`config.mk`:
```
export PLATFORM = sky130hd
export DESIGN_NAME = cp0_exc_unit_flat
export DESIGN_NICKNAME = d
export VERILOG_FILES = /design/src/rtl/cp0_exc_unit_if.sv /design/src/rtl/cp0_exc_unit.sv /design/src/flat_wrapper.sv
export SDC_FILE = /design/constraint.sdc
export NUM_CORES = 1
export LEC_CHECK = 0
export BUFFER_PORTS_ARGS = -buffer_cell sky130_fd_sc_hd__clkbuf_2
export CAP_MARGIN = 10
export CELL_PAD_IN_SITES_DETAIL_PLACEMENT = 0
export CELL_PAD_IN_SITES_GLOBAL_PLACEMENT = 2
export CORE_UTILIZATION = 24
export CTS_BUF_LIST = sky130_fd_sc_hd__clkbuf_2
export DETAILED_ROUTE_END_ITERATION = 10
export GPL_TIMING_DRIVEN = 0
export PLACE_DENSITY_LB_ADDON = 0.05
export SKIP_LAST_GASP = 1
export SLEW_MARGIN = 20
export SYNTH_ARGS = -nofsm -noshare
export SYNTH_HDL_FRONTEND = slang
export SYNTH_SLANG_ARGS = --single-unit
export TNS_END_PERCENT = 100
```
`constraint.sdc`:
```
create_clock -name clk -period 2 [get_ports clk]
set_input_delay 0.2 -clock clk [delete_from_list [all_inputs] [get_ports clk]]
set_output_delay 0.2 -clock clk [all_outputs]
set_load 0.05 [all_outputs]
```
`src/rtl/cp0_exc_unit_if.sv`:
```
// Memory-stage side of the coprocessor-0 exception unit: mfc0/mtc0/eret
// traffic, the trap inputs and the trap/redirect outputs.
interface cp0_exc_unit_if;
  logic [4:0]  rd_addr;
  logic [4:0]  wr_addr;
  logic [31:0] wr_data;
  logic        we;
  logic [31:0] victim_pc;
  logic        bd;
  logic [4:0]  exc_code;
  logic [5:0]  hw_int;
  logic        exl_clr;
  logic [31:0] rd_data;
  logic [31:0] epc_out;
  logic        int_req;
  logic [31:0] handler_pc;

  // Pipeline side: drives requests, observes trap decision and read data.
  modport master (
    output rd_addr, wr_addr, wr_data, we, victim_pc, bd, exc_code, hw_int, exl_clr,
    input  rd_data, epc_out, int_req, handler_pc
  );

  // CP0 side.
  modport slave (
    input  rd_addr, wr_addr, wr_data, we, victim_pc, bd, exc_code, hw_int, exl_clr,
    output rd_data, epc_out, int_req, handler_pc
  );
endinterface

```
`src/rtl/cp0_exc_unit.sv`:
```
// Coprocessor-0 exception unit: holds SR/Cause/EPC, decides when the
// pipeline must trap, and serves mfc0/mtc0/eret from the memory stage.
module cp0_exc_unit #(
  parameter logic [31:0] PRID    = 32'h4C58_4430,
  parameter logic [31:0] HANDLER = 32'h0000_4180
) (
  input  logic           clk,
  input  logic           reset,
  cp0_exc_unit_if.slave  bus
);

  localparam logic [4:0] ADDR_SR    = 5'd12;
  localparam logic [4:0] ADDR_CAUSE = 5'd13;
  localparam logic [4:0] ADDR_EPC   = 5'd14;
  localparam logic [4:0] ADDR_PRID  = 5'd15;

  // SR fields
  logic [5:0]  im_q, im_d;
  logic        exl_q, exl_d;
  logic        ie_q, ie_d;
  // Cause fields
  logic        bd_q, bd_d;
  logic [5:0]  ip_q, ip_d;
  logic [4:0]  exc_code_q, exc_code_d;
  // EPC (bits [1:0] are always zero)
  logic [31:0] epc_q, epc_d;

  logic        int_pend;
  logic        exc_pend;
  logic        int_req;
  logic [31:0] trap_epc;
  logic [31:0] sr_val;
  logic [31:0] cause_val;

  // Trap decision: masked interrupts or any pipelined exception, both blocked while EXL is set.
  always_comb begin
    int_pend = (|(bus.hw_int & im_q)) & ie_q & ~exl_q;
    exc_pend = (bus.exc_code != 5'd0) & ~exl_q;
    int_req  = int_pend | exc_pend;
    // A trapped delay-slot instruction restarts at its branch; wrap at address 0 is intended.
    if (bus.bd) begin
      trap_epc = (bus.victim_pc - 32'd4) & 32'hFFFF_FFFC;
    end else begin
      trap_epc = bus.victim_pc & 32'hFFFF_FFFC;
    end
  end

  // Next-state: trap beats eret, eret beats the EXL bit of a concurrent SR write.
  always_comb begin
    im_d       = im_q;
    exl_d      = exl_q;
    ie_d       = ie_q;
    bd_d       = bd_q;
    exc_code_d = exc_code_q;
    epc_d      = epc_q;
    ip_d       = bus.hw_int;
    if (int_req) begin
      exl_d = 1'b1;
      bd_d  = bus.bd;
      epc_d = trap_epc;
      if (int_pend) begin
        exc_code_d = 5'd0;
      end else begin
        exc_code_d = bus.exc_code;
      end
    end else begin
      if (bus.we) begin
        case (bus.wr_addr)
          ADDR_SR: begin
            im_d  = bus.wr_data[15:10];
            exl_d = bus.wr_data[1];
            ie_d  = bus.wr_data[0];
          end
          ADDR_EPC: begin
            epc_d = {bus.wr_data[31:2], 2'b00};
          end
          default: begin
            // Cause, PRId and unmapped addresses are not software-writable.
          end
        endcase
      end else begin
        // No software write this cycle.
      end
      if (bus.exl_clr) begin
        exl_d = 1'b0;
      end else begin
        // EXL keeps whatever the write path decided.
      end
    end
  end

  // Architectural register state, cleared asynchronously.
  always_ff @(posedge clk or negedge reset) begin
    if (!reset) begin
      im_q       <= 6'd0;
      exl_q      <= 1'b0;
      ie_q       <= 1'b0;
      bd_q       <= 1'b0;
      ip_q       <= 6'd0;
      exc_code_q <= 5'd0;
      epc_q      <= 32'd0;
    end else begin
      im_q       <= im_d;
      exl_q      <= exl_d;
      ie_q       <= ie_d;
      bd_q       <= bd_d;
      ip_q       <= ip_d;
      exc_code_q <= exc_code_d;
      epc_q      <= epc_d;
    end
  end

  // Combinational mfc0 read port and redirect outputs; no write bypass.
  always_comb begin
    sr_val    = {16'd0, im_q, 8'd0, exl_q, ie_q};
    cause_val = {bd_q, 15'd0, ip_q, 3'd0, exc_code_q, 2'b00};
    case (bus.rd_addr)
      ADDR_SR:    bus.rd_data = sr_val;
      ADDR_CAUSE: bus.rd_data = cause_val;
      ADDR_EPC:   bus.rd_data = epc_q;
      ADDR_PRID:  bus.rd_data = PRID;
      default:    bus.rd_data = 32'd0;
    endcase
    bus.epc_out    = epc_q;
    bus.int_req    = int_req;
    bus.handler_pc = HANDLER;
  end

endmodule

```
`src/flat_wrapper.sv`:
```
// flat-port wrapper written by rule: the top's interface ports become plain ports
module cp0_exc_unit_flat 
#(
  parameter logic [31:0] PRID    = 32'h4C58_4430,
  parameter logic [31:0] HANDLER = 32'h0000_4180
)
  (clk, reset, bus_rd_addr, bus_wr_addr, bus_wr_data, bus_we, bus_victim_pc, bus_bd, bus_exc_code, bus_hw_int, bus_exl_clr, bus_rd_data, bus_epc_out, bus_int_req, bus_handler_pc);
  cp0_exc_unit_if bus_i ();
  input  logic clk;
  input  logic reset;
  input wire logic [$bits(bus_i.rd_addr)-1:0] bus_rd_addr;
  input wire logic [$bits(bus_i.wr_addr)-1:0] bus_wr_addr;
  input wire logic [$bits(bus_i.wr_data)-1:0] bus_wr_data;
  input wire logic [$bits(bus_i.we)-1:0] bus_we;
  input wire logic [$bits(bus_i.victim_pc)-1:0] bus_victim_pc;
  input wire logic [$bits(bus_i.bd)-1:0] bus_bd;
  input wire logic [$bits(bus_i.exc_code)-1:0] bus_exc_code;
  input wire logic [$bits(bus_i.hw_int)-1:0] bus_hw_int;
  input wire logic [$bits(bus_i.exl_clr)-1:0] bus_exl_clr;
  output wire logic [$bits(bus_i.rd_data)-1:0] bus_rd_data;
  output wire logic [$bits(bus_i.epc_out)-1:0] bus_epc_out;
  output wire logic [$bits(bus_i.int_req)-1:0] bus_int_req;
  output wire logic [$bits(bus_i.handler_pc)-1:0] bus_handler_pc;
  assign bus_i.rd_addr = bus_rd_addr;
  assign bus_i.wr_addr = bus_wr_addr;
  assign bus_i.wr_data = bus_wr_data;
  assign bus_i.we = bus_we;
  assign bus_i.victim_pc = bus_victim_pc;
  assign bus_i.bd = bus_bd;
  assign bus_i.exc_code = bus_exc_code;
  assign bus_i.hw_int = bus_hw_int;
  assign bus_i.exl_clr = bus_exl_clr;
  assign bus_rd_data = bus_i.rd_data;
  assign bus_epc_out = bus_i.epc_out;
  assign bus_int_req = bus_i.int_req;
  assign bus_handler_pc = bus_i.handler_pc;
  cp0_exc_unit #(.PRID(PRID), .HANDLER(HANDLER)) u_core (.clk(clk), .reset(reset), .bus(bus_i));
endmodule
```
Yosys cells after proc, flatten, opt, wreduce, memory -nomap -nowiden:

Cells that the tools add are included.

* flip-flop bits (word level): 52
* input bits: 90
* output and inout port bits: 97
* word-level logic and storage cells: 40

* add/sub/neg operators: 1
* eq/ne operators: 6
* muxes and demuxes: 10
* bitwise gates (word level): 7
* reductions and logical operators: 9

Operators by type and width (number)
* $mux 32: 4
* $pmux 32 s4: 1
* $sub 32x3->32 const B: 1
* $eq 5x4->1 const B: 6
* $and 6x6->6: 1
* $reduce_bool 3->1: 2
* $reduce_or 6->1: 1
* $mux 5: 1
* $reduce_bool 5->1: 1
* $mux 1: 4
* $reduce_and 2->1: 2
* $reduce_bool 2->1: 2
* $and 1x1->1: 3
* $reduce_and 3->1: 1
* $not 1->1: 2
* $or 1x1->1: 1

Longest topological paths before layout:

* word-level depth: 7
* gate-level depth with buffers: 7
* mapped depth without buffers: 6

Worst setup path before layout:

OpenSTA, ideal clock, no wires.

* kind: input -> output
* start point: in bus_rd_addr[1]
* end point: out bus_rd_data[1]
* data arrival time: 2284 ps
* required time: 1800 ps
* path slack: -484 ps
* cell stages on the path: 3
* path buffers: 2
* cell sequence: clkbuf_1 > clkbuf_1 > nor4b_1

* longest elaborated chain between the ends: 2
* elaborated cells between the ends (all ways): 5
* classes of those cells: 4 x eq/ne; 1 x mux

Ends and longest elaborated chain
* start, declared: RTL line flat_wrapper.sv:11 `input wire logic [$bits(bus_i.rd_addr)-1:0] bus_rd_addr;`
* $eq 5x4->1: RTL line cp0_exc_unit.sv:117 `case (bus.rd_addr)`
* $pmux 32 s4 *: RTL line cp0_exc_unit.sv:117
* end, declared: RTL line flat_wrapper.sv:20 `output wire logic [$bits(bus_i.rd_data)-1:0] bus_rd_data;`

Every way passes the cells marked *; elsewhere a longest branch is shown, timed or not.

Worst setup path in the final report:

* start point: reg u_core.im_q[2]
* end point: out bus_int_req

* longest elaborated chain between the ends: 5

Ends and longest elaborated chain
* start, declared: RTL line cp0_exc_unit.sv:18 `logic [5:0] im_q, im_d;`
* start signal, assigned: RTL line cp0_exc_unit.sv:103 `im_q <= im_d;`
* $and 6x6->6: RTL line cp0_exc_unit.sv:37 `int_pend = (|(bus.hw_int & im_q)) & ie_q & ~exl_q;`
* $reduce_or 6->1: RTL line cp0_exc_unit.sv:37
* $and 1x1->1 (2 in a row): RTL line cp0_exc_unit.sv:37
* $or 1x1->1: RTL line cp0_exc_unit.sv:39 `int_req = int_pend | exc_pend;`
* end, declared: RTL line flat_wrapper.sv:22 `output wire logic [$bits(bus_i.int_req)-1:0] bus_int_req;`

Every way passes these cells.

==> results_dict.tcl <==
set metrics [dict create \
    cts_tree "built" \
    status "complete, but fails checks" \
    clkSlewWorstSetupHoldPaths_ps 300 \
    die-area_um2 16000 \
    grt_usage 0.186 \
    grtUsageMet1 0.257 \
    core_area_um2 15200 \
    worst_ir_drop_vdd_mv 0.328 \
    drive_gt1_frac 0.380 \
    cts_sinks 50 \
    nets 745 \
    floorplan.die.height_um 127 \
    timing.hold.ws_ps 25.1 \
    achievable-frequency_mhz 485 \
    postSynthCellCount 409 \
    timing.max_slew.rel_slack 0.417 \
    total_congestion_overflow_after_global_routing 0 \
    violations_in_the_final_reports "negative setup slack" \
    post_synth_arst_share 1.00 \
    grt_pass1_vias 3877 \
    htree_levels 2 \
    worstSetupStartpointType "flop" \
    die_w_um 127 \
    end_kind "output pin" \
    antenna_violating_nets_post_route 0 \
    routabilityCongestion 0.742 \
    wirelength_um 14900 \
    route.vias.total 3980 \
    place_inst 778 \
    setup_violations 1 \
    crit_path_end "bus_int_req" \
    cap_violations 0 \
    clock_tree.buffer_depth 2 \
    final_period_minus_worst_setup_slack_ps 2060 \
    grt_first_pass_wirelength_um 22600 \
    synth_cell_type_count 48 \
    grt_antenna_before_repair 1 \
    worstPathRequired_ps 1800 \
    number_of_buffers_created_by_cts 5 \
    drt_first_pass_iters 4 \
    synth_enable_flop_cells 0 \
    core.rowCount 45 \
    layoutNonFillerInstCount 844 \
    r2r_setup_slack_ps 90 \
    synth_seq_area_share 0.336 \
    number_of_top_level_design_ports 187 \
    worst_hold_path_type "primary input to flop" \
    power_density_nw_per_um2 1030 \
    critical_path.reg2reg.endpoint "u_core.im_q[2]" \
    route.detailed.wl_per_inst_um 17.6 \
    synth_seq_cells 50 \
    worstMarginPinSlew_ps 875 \
    fillerInstances 1636 \
    layout-area-overhead-vs-synth_pct 50.6 \
    post_synthesis_mean_instance_area_um2 9.11 \
    final-hold-violation-count 0 \
    grt_max_degree 39 \
    worst_slack_ps -62.8 \
    critical_path.startpoint "u_core.im_q[2]" \
    finClkSkew_ps 14.0 \
    synthesis.area_um2 3720 \
    synth_warnings 0 \
    synthFlopType "dfrtp_1" \
    worst_r2r_path_depth 6 \
    crit-reg2reg-launch "u_core.im_q[2]" \
    port_buffers 148 \
    critPathArrivalTime_ps 1860 \
    clk_latency_ps 490 \
    place.detailed.hpwl_um 11200 \
    met3_usage 0.0278 \
    cts.root.buffer_cell "clkbuf_2" \
    final_max_slew_viol_count 0 \
    rsz0062_at_grt "yes" \
    grt.met2_usage 0.307 \
    leakagePower_nw 2.65 \
    initial_core_util 0.245 \
    routed_via_density 4.72 \
    global_route.peak_usage_layer "met2" \
    worst-path-max-fanout 3 \
    timing.final.crit_share 1.03 \
    detail_route.iter0.violations 205 \
    residual_drc 0 \
    cp_class "flop to output pin" \
]
==> timing repair <==
action	in CTS	in global routing
hold buffers	43	1
setup endpoints to repair	70	27
setup buffers	7	11
pin swaps	6	8
hold endpoints to repair	93	1
gates resized for setup	24	13
==> cells in the mapped netlist, drive strengths merged (2+ instances only) <==
cell | n | area share
dfrtp | 50 | 0.34
buf | 40 | 0.079
nor2 | 33 | 0.033
mux2i | 31 | 0.083
o31ai | 29 | 0.058
clkbuf | 23 | 0.024
or4 | 21 | 0.046
a31oi | 19 | 0.032
nand4 | 16 | 0.027
nor4bb | 16 | 0.043
and2 | 11 | 0.018
mux2 | 8 | 0.024
nand2 | 8 | 0.0081
nor3 | 8 | 0.011
or3 | 8 | 0.013
a21oi | 7 | 0.0094
a22oi | 7 | 0.014
nor4 | 7 | 0.012
o21ai | 7 | 0.0094
xnor2 | 6 | 0.014
xor2 | 6 | 0.014
a21o | 5 | 0.010
inv | 5 | 0.0050
nor3b | 5 | 0.010
nand2b | 4 | 0.0067
nand3 | 4 | 0.0054
nor2b | 4 | 0.0067
nand3b | 3 | 0.0060
a211oi | 2 | 0.0040
clkinv | 2 | 0.0020
conb | 2 | 0.0020
nand4b | 2 | 0.0047
nor4b | 2 | 0.0064
==> placed cells by master (no fill, tap or decap), drive strengths merged, types with 2 or more instances in the layout <==
cell type	count
mux2	8
nor4b	2
a21oi	7
clkbuf	172
a21o	5
and2	11
nor2b	4
dlygate4sd3	44
nand4	16
nand3b	3
mux2i	31
o21ai	7
nand2b	4
nor3b	5
xnor2	6
o31ai	29
or3	8
inv	7
a211oi	2
conb	34
clkinv	2
a22oi	7
xor2	6
nand2	8
nor2	33
dfrtp	50
buf	58
nand3	4
a31oi	19
nor3	8
nor4bb	16
nand4b	2
nor4	7
or4	21
==> registers in the layout (all words and copies together), names as in the netlist <==
signal              count
u_core.ip_q             6
u_core.bus.epc_out     30
u_core.exc_code_q       5
u_core.bd_q             1
u_core.ie_q             1
u_core.im_q             6
u_core.exl_q            1
==> through the flow <==
step	total power [mW]	area [um2]	utilization	setup slack, ps	TNS [ps]
global route	6.14	5610	0.369	-174	-224
finish	5.80	5610	0.369	-62.8	-62.8
detailed placement	5.07	4890	0.322	-978	-31670
floorplan	4.12	3880	-	-102	-226
global placement	5.04	4860	0.320	-975	-33930
CTS	5.81	5510	0.363	-207	-207
==> cell families (layout without fill, tap and decap cells) <==
group / after synthesis / in the layout / share of synthesized area
fa+ha+maj: 1 / 1 / 0.00336
buf+inv: 70 / 284 / 0.110
flops: 50 / 50 / 0.336
mux: 39 / 39 / 0.107
other cells: 2 / 35 / 0.00202
simple gates: 157 / 157 / 0.271
compound gates: 78 / 78 / 0.142
xor+xnor: 12 / 12 / 0.0282
==> power breakdown <==
group | total [mW] | internal [mW] | switching (mW) | leakage, nW
clock network | 0.485 | 0.0868 | 0.398 | 0.0270
logic | 3.49 | 1.14 | 2.35 | 2.04
registers | 1.83 | 1.43 | 0.406 | 0.586
total | 5.80 | 2.65 | 3.15 | 2.65
==> worst max-delay path, stage by stage (launching register included) <==
cell	delay, ps
dfrtp_1	500
a22oi_2	260
a311oi_4	160
nor2_2	200
inv_4	70
clkbuf_16	170
==> layer usage <==
layer,wire [um],part of all wire
met5,0,0
met4,107,0.0072
met3,701,0.047
met2,6910,0.46
met1,7160,0.48
==> final cells by class <==
type                       instances  area, um2  area share
timing repair buffer             210       1360       0.243
buffer                            59        380      0.0678
tap                              188        235      0.0419
antenna                            1       2.50    0.000446
sequential                        50       1250       0.223
multi-input combinational        321       2300       0.410
clock inverter                     3       20.0     0.00357
clock buffer                       5       25.0     0.00446
inverter                           7       28.8     0.00513
==> how the worst min path moves through the flow <==
stage	end	cells after the start	startpoint	slack (ps)
finish	u_core.bus.epc_out[10]	3	bus_victim_pc[10]	30
global route	u_core.bus.epc_out[10]	3	bus_victim_pc[10]	4
CTS	u_core.ip_q[2]	1	bus_hw_int[2]	-220
detailed placement	u_core.bus.epc_out[20]	1	reset	100
global placement	u_core.ip_q[3]	1	bus_hw_int[3]	330
floorplan	u_core.bd_q	0	reset	-100
No activity file was read; power rests on OpenSTA's default activity.
